**config.mk**
```make
export PLATFORM = sky130hd
export DESIGN_NAME = uart_cmd_bridge
export DESIGN_NICKNAME = d
export VERILOG_FILES = /design/src/rtl/uart_bridge_pkg.sv /design/src/rtl/uart_cmd_bridge_timeout_counter.sv /design/src/rtl/uart_cmd_bridge.sv
export SDC_FILE = /design/constraint.sdc
export NUM_CORES = 1
export LEC_CHECK = 0
export ABC_AREA = 1
export BUFFER_PORTS_ARGS = -buffer_cell sky130_fd_sc_hd__buf_2
export CAP_MARGIN = 20
export CELL_PAD_IN_SITES_DETAIL_PLACEMENT = 0
export CELL_PAD_IN_SITES_GLOBAL_PLACEMENT = 1
export CORE_ASPECT_RATIO = 1.1
export CORE_MARGIN = 2
export CORE_UTILIZATION = 39
export DETAILED_ROUTE_END_ITERATION = 7
export HOLD_SLACK_MARGIN = 0.06
export PLACE_DENSITY_LB_ADDON = 0.1
export RECOVER_POWER = 100
export SLEW_MARGIN = 5
export SYNTH_ARGS = -nofsm -noshare
export SYNTH_HDL_FRONTEND = slang
export SYNTH_SLANG_ARGS = --single-unit
export TNS_END_PERCENT = 20
```
**constraint.sdc**
```tcl
create_clock -name clk_i -period 2.1 [get_ports clk_i]
set_input_delay 0.42 -clock clk_i [delete_from_list [all_inputs] [get_ports clk_i]]
set_output_delay 0.42 -clock clk_i [all_outputs]
set_load 0.01 [all_outputs]
```
**src/rtl/uart_bridge_pkg.sv**
```systemverilog
// Shared state encoding and protocol byte values for the UART command bridge.
package uart_bridge_pkg;

    typedef enum logic [2:0] {
        ST_IDLE,
        ST_GET_ADDR,
        ST_GET_DATA,
        ST_BUS,
        ST_REPLY
    } state_e;

    localparam logic [7:0] CMD_WRITE   = 8'h57;
    localparam logic [7:0] CMD_READ    = 8'h52;

    localparam logic [7:0] RSP_OK      = 8'h4B;
    localparam logic [7:0] RSP_BADCMD  = 8'h3F;
    localparam logic [7:0] RSP_TIMEOUT = 8'h45;

endpackage

```
**src/rtl/uart_cmd_bridge_timeout_counter.sv**
```systemverilog
// Saturating idle-cycle counter; expired_o flags the MAX-th consecutive enabled cycle.
module timeout_counter #(
    parameter int unsigned MAX = 255
) (
    input  logic clk_i,
    input  logic rst_ni,
    input  logic clear_i,
    input  logic enable_i,
    output logic expired_o
);

    localparam int unsigned W = $clog2(MAX + 1);

    logic [W-1:0] cnt_q, cnt_d;

    always_comb begin
        cnt_d = cnt_q;
        if (clear_i) begin
            cnt_d = '0;
        end else if (enable_i && (cnt_q != W'(MAX))) begin
            cnt_d = cnt_q + W'(1);
        end
    end

    always_ff @(posedge clk_i or negedge rst_ni) begin
        if (!rst_ni) begin
            cnt_q <= '0;
        end else begin
            cnt_q <= cnt_d;
        end
    end

    assign expired_o = enable_i && !clear_i && (cnt_q == W'(MAX - 1));

endmodule

```
**src/rtl/uart_cmd_bridge.sv**
```systemverilog
// Parses 'W'/'R' byte frames from the UART RX path, runs one register-bus
// transaction per frame and returns a single reply byte to the UART TX path.
module uart_cmd_bridge
    import uart_bridge_pkg::*;
#(
    parameter int unsigned FRAME_TIMEOUT = 1200000,
    parameter int unsigned BUS_TIMEOUT   = 255
) (
    input  logic       clk_i,
    input  logic       rst_ni,
    input  logic [7:0] rx_data_i,
    input  logic       rx_valid_i,
    output logic [7:0] tx_data_o,
    output logic       tx_valid_o,
    output logic       bus_req_o,
    output logic       bus_we_o,
    output logic [7:0] bus_addr_o,
    output logic [7:0] bus_wdata_o,
    input  logic [7:0] bus_rdata_i,
    input  logic       bus_ack_i,
    output logic       busy_o,
    output logic       overrun_o
);

    state_e     state_q, state_d;
    logic       we_q, we_d;
    logic [7:0] addr_q, addr_d;
    logic [7:0] wdata_q, wdata_d;
    logic [7:0] tx_data_q, tx_data_d;
    logic       overrun_q, overrun_d;

    logic frame_en, frame_clear, frame_expired;
    logic bus_en, bus_clear, bus_expired;

    // Frame counter is held clear outside the byte-collecting states, which
    // also covers clearing on entry to GET_ADDR.
    assign frame_en    = (state_q == ST_GET_ADDR) || (state_q == ST_GET_DATA);
    assign frame_clear = !frame_en || rx_valid_i;
    assign bus_en      = (state_q == ST_BUS);
    assign bus_clear   = !bus_en;

    timeout_counter #(.MAX(FRAME_TIMEOUT)) u_frame_timeout (
        .clk_i    (clk_i),
        .rst_ni   (rst_ni),
        .clear_i  (frame_clear),
        .enable_i (frame_en),
        .expired_o(frame_expired)
    );

    timeout_counter #(.MAX(BUS_TIMEOUT)) u_bus_timeout (
        .clk_i    (clk_i),
        .rst_ni   (rst_ni),
        .clear_i  (bus_clear),
        .enable_i (bus_en),
        .expired_o(bus_expired)
    );

    always_comb begin
        state_d   = state_q;
        we_d      = we_q;
        addr_d    = addr_q;
        wdata_d   = wdata_q;
        tx_data_d = tx_data_q;
        overrun_d = overrun_q;

        unique case (state_q)
            ST_IDLE: begin
                if (rx_valid_i) begin
                    if ((rx_data_i == CMD_WRITE) || (rx_data_i == CMD_READ)) begin
                        we_d    = (rx_data_i == CMD_WRITE);
                        state_d = ST_GET_ADDR;
                    end else begin
                        tx_data_d = RSP_BADCMD;
                        state_d   = ST_REPLY;
                    end
                end
            end
            ST_GET_ADDR: begin
                if (rx_valid_i) begin
                    addr_d  = rx_data_i;
                    state_d = we_q ? ST_GET_DATA : ST_BUS;
                end else if (frame_expired) begin
                    state_d = ST_IDLE;
                end
            end
            ST_GET_DATA: begin
                if (rx_valid_i) begin
                    wdata_d = rx_data_i;
                    state_d = ST_BUS;
                end else if (frame_expired) begin
                    state_d = ST_IDLE;
                end
            end
            ST_BUS: begin
                if (rx_valid_i) begin
                    overrun_d = 1'b1;
                end
                if (bus_ack_i) begin
                    tx_data_d = we_q ? RSP_OK : bus_rdata_i;
                    state_d   = ST_REPLY;
                end else if (bus_expired) begin
                    tx_data_d = RSP_TIMEOUT;
                    state_d   = ST_REPLY;
                end
            end
            ST_REPLY: begin
                if (rx_valid_i) begin
                    overrun_d = 1'b1;
                end
                state_d = ST_IDLE;
            end
            default: state_d = ST_IDLE;
        endcase
    end

    always_ff @(posedge clk_i or negedge rst_ni) begin
        if (!rst_ni) begin
            state_q   <= ST_IDLE;
            we_q      <= 1'b0;
            addr_q    <= '0;
            wdata_q   <= '0;
            tx_data_q <= '0;
            overrun_q <= 1'b0;
        end else begin
            state_q   <= state_d;
            we_q      <= we_d;
            addr_q    <= addr_d;
            wdata_q   <= wdata_d;
            tx_data_q <= tx_data_d;
            overrun_q <= overrun_d;
        end
    end

    assign tx_data_o   = tx_data_q;
    assign tx_valid_o  = (state_q == ST_REPLY);
    assign bus_req_o   = (state_q == ST_BUS);
    assign bus_we_o    = we_q;
    assign bus_addr_o  = addr_q;
    assign bus_wdata_o = wdata_q;
    assign busy_o      = (state_q != ST_IDLE);
    assign overrun_o   = overrun_q;

endmodule

```
==> flow_summary.json <==
{
  "status": "finished clean",
  "crit_arrival_ps": 1500,
  "hold_buffers": 0,
  "finalNonFillerCells": 508,
  "reg2reg_to": "u_frame_timeout.cnt_q[20]",
  "regArea_sq_um": 1450,
  "io_buffers": 48,
  "drc": 0,
  "timing.rr.start": "u_frame_timeout.cnt_q[0]",
  "synth.most_common_cell": "nand2_1",
  "worst_slew_pin_slew_ps": 1410,
  "crit_required_ps": 1680,
  "first_iter_violations": 120,
  "tritoncts": "built",
  "cp-start-kind": "flop",
  "routabilityCongestion": 0.835,
  "cts_buffers": 9,
  "layout-drive-gt1-share_pct": 11.3,
  "io_pins": 49,
  "grt_util_all_layers_pct": 18.9,
  "slew-limit-headroom_pct": 5.84,
  "grt_first_pass_wirelength_microns": 11800,
  "wl_met3_microns": 204,
  "synth.avg_cell_area_sq_um": 7.98,
  "wl_met1_microns": 3020,
  "reg2reg_slack_ps": 260,
  "cap_viol_max_count": 0,
  "finalPower_mw": 2.97,
  "crit_end": "bus_req_o",
  "wirelength_microns": 6910,
  "clkSinkCount": 58,
  "finalCriticalPeriod_ps": 1920,
  "dpl_cell_area_sq_um": 3240,
  "fmax_mhz": 522,
  "leakagePower_nw": 1.52,
  "fp.dieH_microns": 94.3,
  "synth_common_cells": "88 x nand2_1, 58 x dfrtp_1, 51 x inv_1",
  "drv_slew": 0,
  "ys_types": 31,
  "rsz0062_at_grt": "no",
  "cellPowerDensity_nw_per_um2": 866,
  "syn_inst": 362,
  "synth_ff_type": "dfrtp_1",
  "synth.largest_area_cell": "dfrtp_1",
  "cts_resized": 0,
  "final_area_sq_um": 3430,
  "vdd_drop_max_mv": 0.433,
  "cts.clk_slew.worst_paths_ps": 70,
  "drtPass1Iterations": 4,
  "antenna_found_initial": 0,
  "area_growth_pct": 18.5,
  "finalSetupTns_ps": 0,
  "clock_tree.root_cell": "clkbuf_8",
  "dp_cells": 492,
  "grt_pass1_vias": 2561,
  "rr_worst_depth": 10,
  "synth_seq_cells": 58,
  "clk_path_buf_depth": 2,
  "hold_class": "primary input to flop",
  "wl_met2_microns": 3460,
  "route.detailed.wl_per_inst_microns": 13.6,
  "final-setup-viol-count": 0,
  "dieArea_sq_um": 8120,
  "multiInputGateArea_sq_um": 1190,
  "num_vias": 2521,
  "synth_edf_count": 0,
  "startpoint": "state_q[2]",
  "start_util_pct": 40.8,
  "gr-total-overflow": 0,
  "grt_max_degree": 59,
  "rows": 32,
  "finalNetCount": 442,
  "synth_seq_area_share_pct": 50.2,
  "die_x_microns": 86.1,
  "fill_cells": 745,
  "cp-end-kind": "primary output",
  "htree_levels": 3,
  "top_layer_used": "met4",
  "worstSetupPathType": "flop to primary output",
  "synth_area_leaders": "dfrtp_1 50%, nand2_1 11%, inv_1 6.6%",
  "core_region_area_sq_um": 7090,
  "yosysTopAreaCellShare_pct": 50.2,
  "synth_area_sq_um": 2890,
  "skew_ps": 9.84,
  "n_antenna_cell": 0,
  "cts_setup_buffers": 0,
  "crit_fanout": 11,
  "hpwl_microns": 5050,
  "fin_crit_sh_pct": 91.3,
  "async_flop_share_pct": 100,
  "syn-num-nets": 386,
  "viasPerCell": 4.96,
  "ant_nets": 0,
  "hold_viol": 0,
  "yosysWarnings": 0,
  "whs_ps": 304,
  "clock_latency_ps": 350
}
layout by cell type, fill, tap and decap left out:
master and n:
nor4_1 3, nor2_2 4, o21ai_1 3, a21oi_1 16
dfrtp_1 58, clkbuf_1 29, o21bai_1 1, clkinv_4 1
bufinv_16 3, nor3_2 1, a31oi_1 2, buf_2 19
clkbuf_8 10, nand2_4 1, nand2_2 1, buf_4 1
xor2_1 2, nor3b_1 1, nand4_1 11, nor3_1 10
inv_2 2, nand3_1 20, a211oi_1 6, nor4_2 1
nand2_1 89, nor2_1 33, o21ai_0 30, nand3b_1 1
clkbuf_2 1, ha_1 4, clkinvlp_4 2, a21oi_4 1
a22oi_1 2, inv_1 53, a221oi_1 1
sequential cells by signal, indices dropped and copies added (netlist names):
register	cells
bus_wdata_o	8
tx_data_o	8
state_q	3
bus_addr_o	8
u_frame_timeout.cnt_q	21
overrun_o	1
u_bus_timeout.cnt_q	8
bus_we_o	1
cell type report:
class	instances	share of cell area [%]
clock buffer	10	4.02
clock inverter	6	3.32
timing repair buffer	50	6.32
inverter	55	6.03
sequential	58	42.4
multi-input combinational	244	34.8
tap	85	3.10
critical path, stage by stage (launching register included):
cell and delay (ps):
dfrtp_1 410, nor2_2 180, nand2_2 180, inv_2 200, clkbuf_1 190
worst min-delay path by stage:
stage,cells after the start,to,slack (ps),from
after floorplan,0,bus_addr_o[0],120,rst_ni
after global placement,2,u_frame_timeout.cnt_q[13],450,rst_ni
after detailed placement,2,u_frame_timeout.cnt_q[13],450,rst_ni
after CTS,2,u_frame_timeout.cnt_q[13],60,rst_ni
after global routing,3,tx_data_o[7],330,bus_rdata_i[7]
final,3,tx_data_o[7],300,bus_rdata_i[7]
routing by layer:
metal  track usage [%]  vias to the layer above
met4              11.4                        0
met5                 0                        -
met3              3.43                       16
met1              22.2                     1174
met2              31.8                       42
li1                  -                     1289
through the flow:
stage               worst slack [ps]  utilization (%)
floorplan                        636                -
global placement                 386             45.7
detailed placement               326             45.7
CTS                              171             49.3
global route                    50.3             48.3
finish                           184             48.3
power breakdown:
| part | leakage (nW) | switching [mW] | total (mW) | internal (mW) |
|---|---|---|---|---|
| Sequential | 0.771 | 0.0589 | 1.27 | 1.21 |
| Combinational | 0.628 | 0.272 | 0.397 | 0.125 |
| Clock | 0.119 | 0.482 | 1.30 | 0.822 |
cells by family (layout without fill, tap and decap cells):
| logic type | after synthesis | count (layout) | share of synthesized area, % |
|---|---|---|---|
| XOR/XNOR | 2 | 2 | 0.606 |
| adder cells (fa/ha/maj) | 4 | 4 | 1.73 |
| AO/OA/AOI/OAI | 62 | 62 | 12.1 |
| AND/OR/NAND/NOR | 176 | 176 | 27.4 |
| flip-flops | 58 | 58 | 50.2 |
| buffers and inverters | 60 | 121 | 7.96 |
No activity file was read; power rests on OpenSTA's default activity.
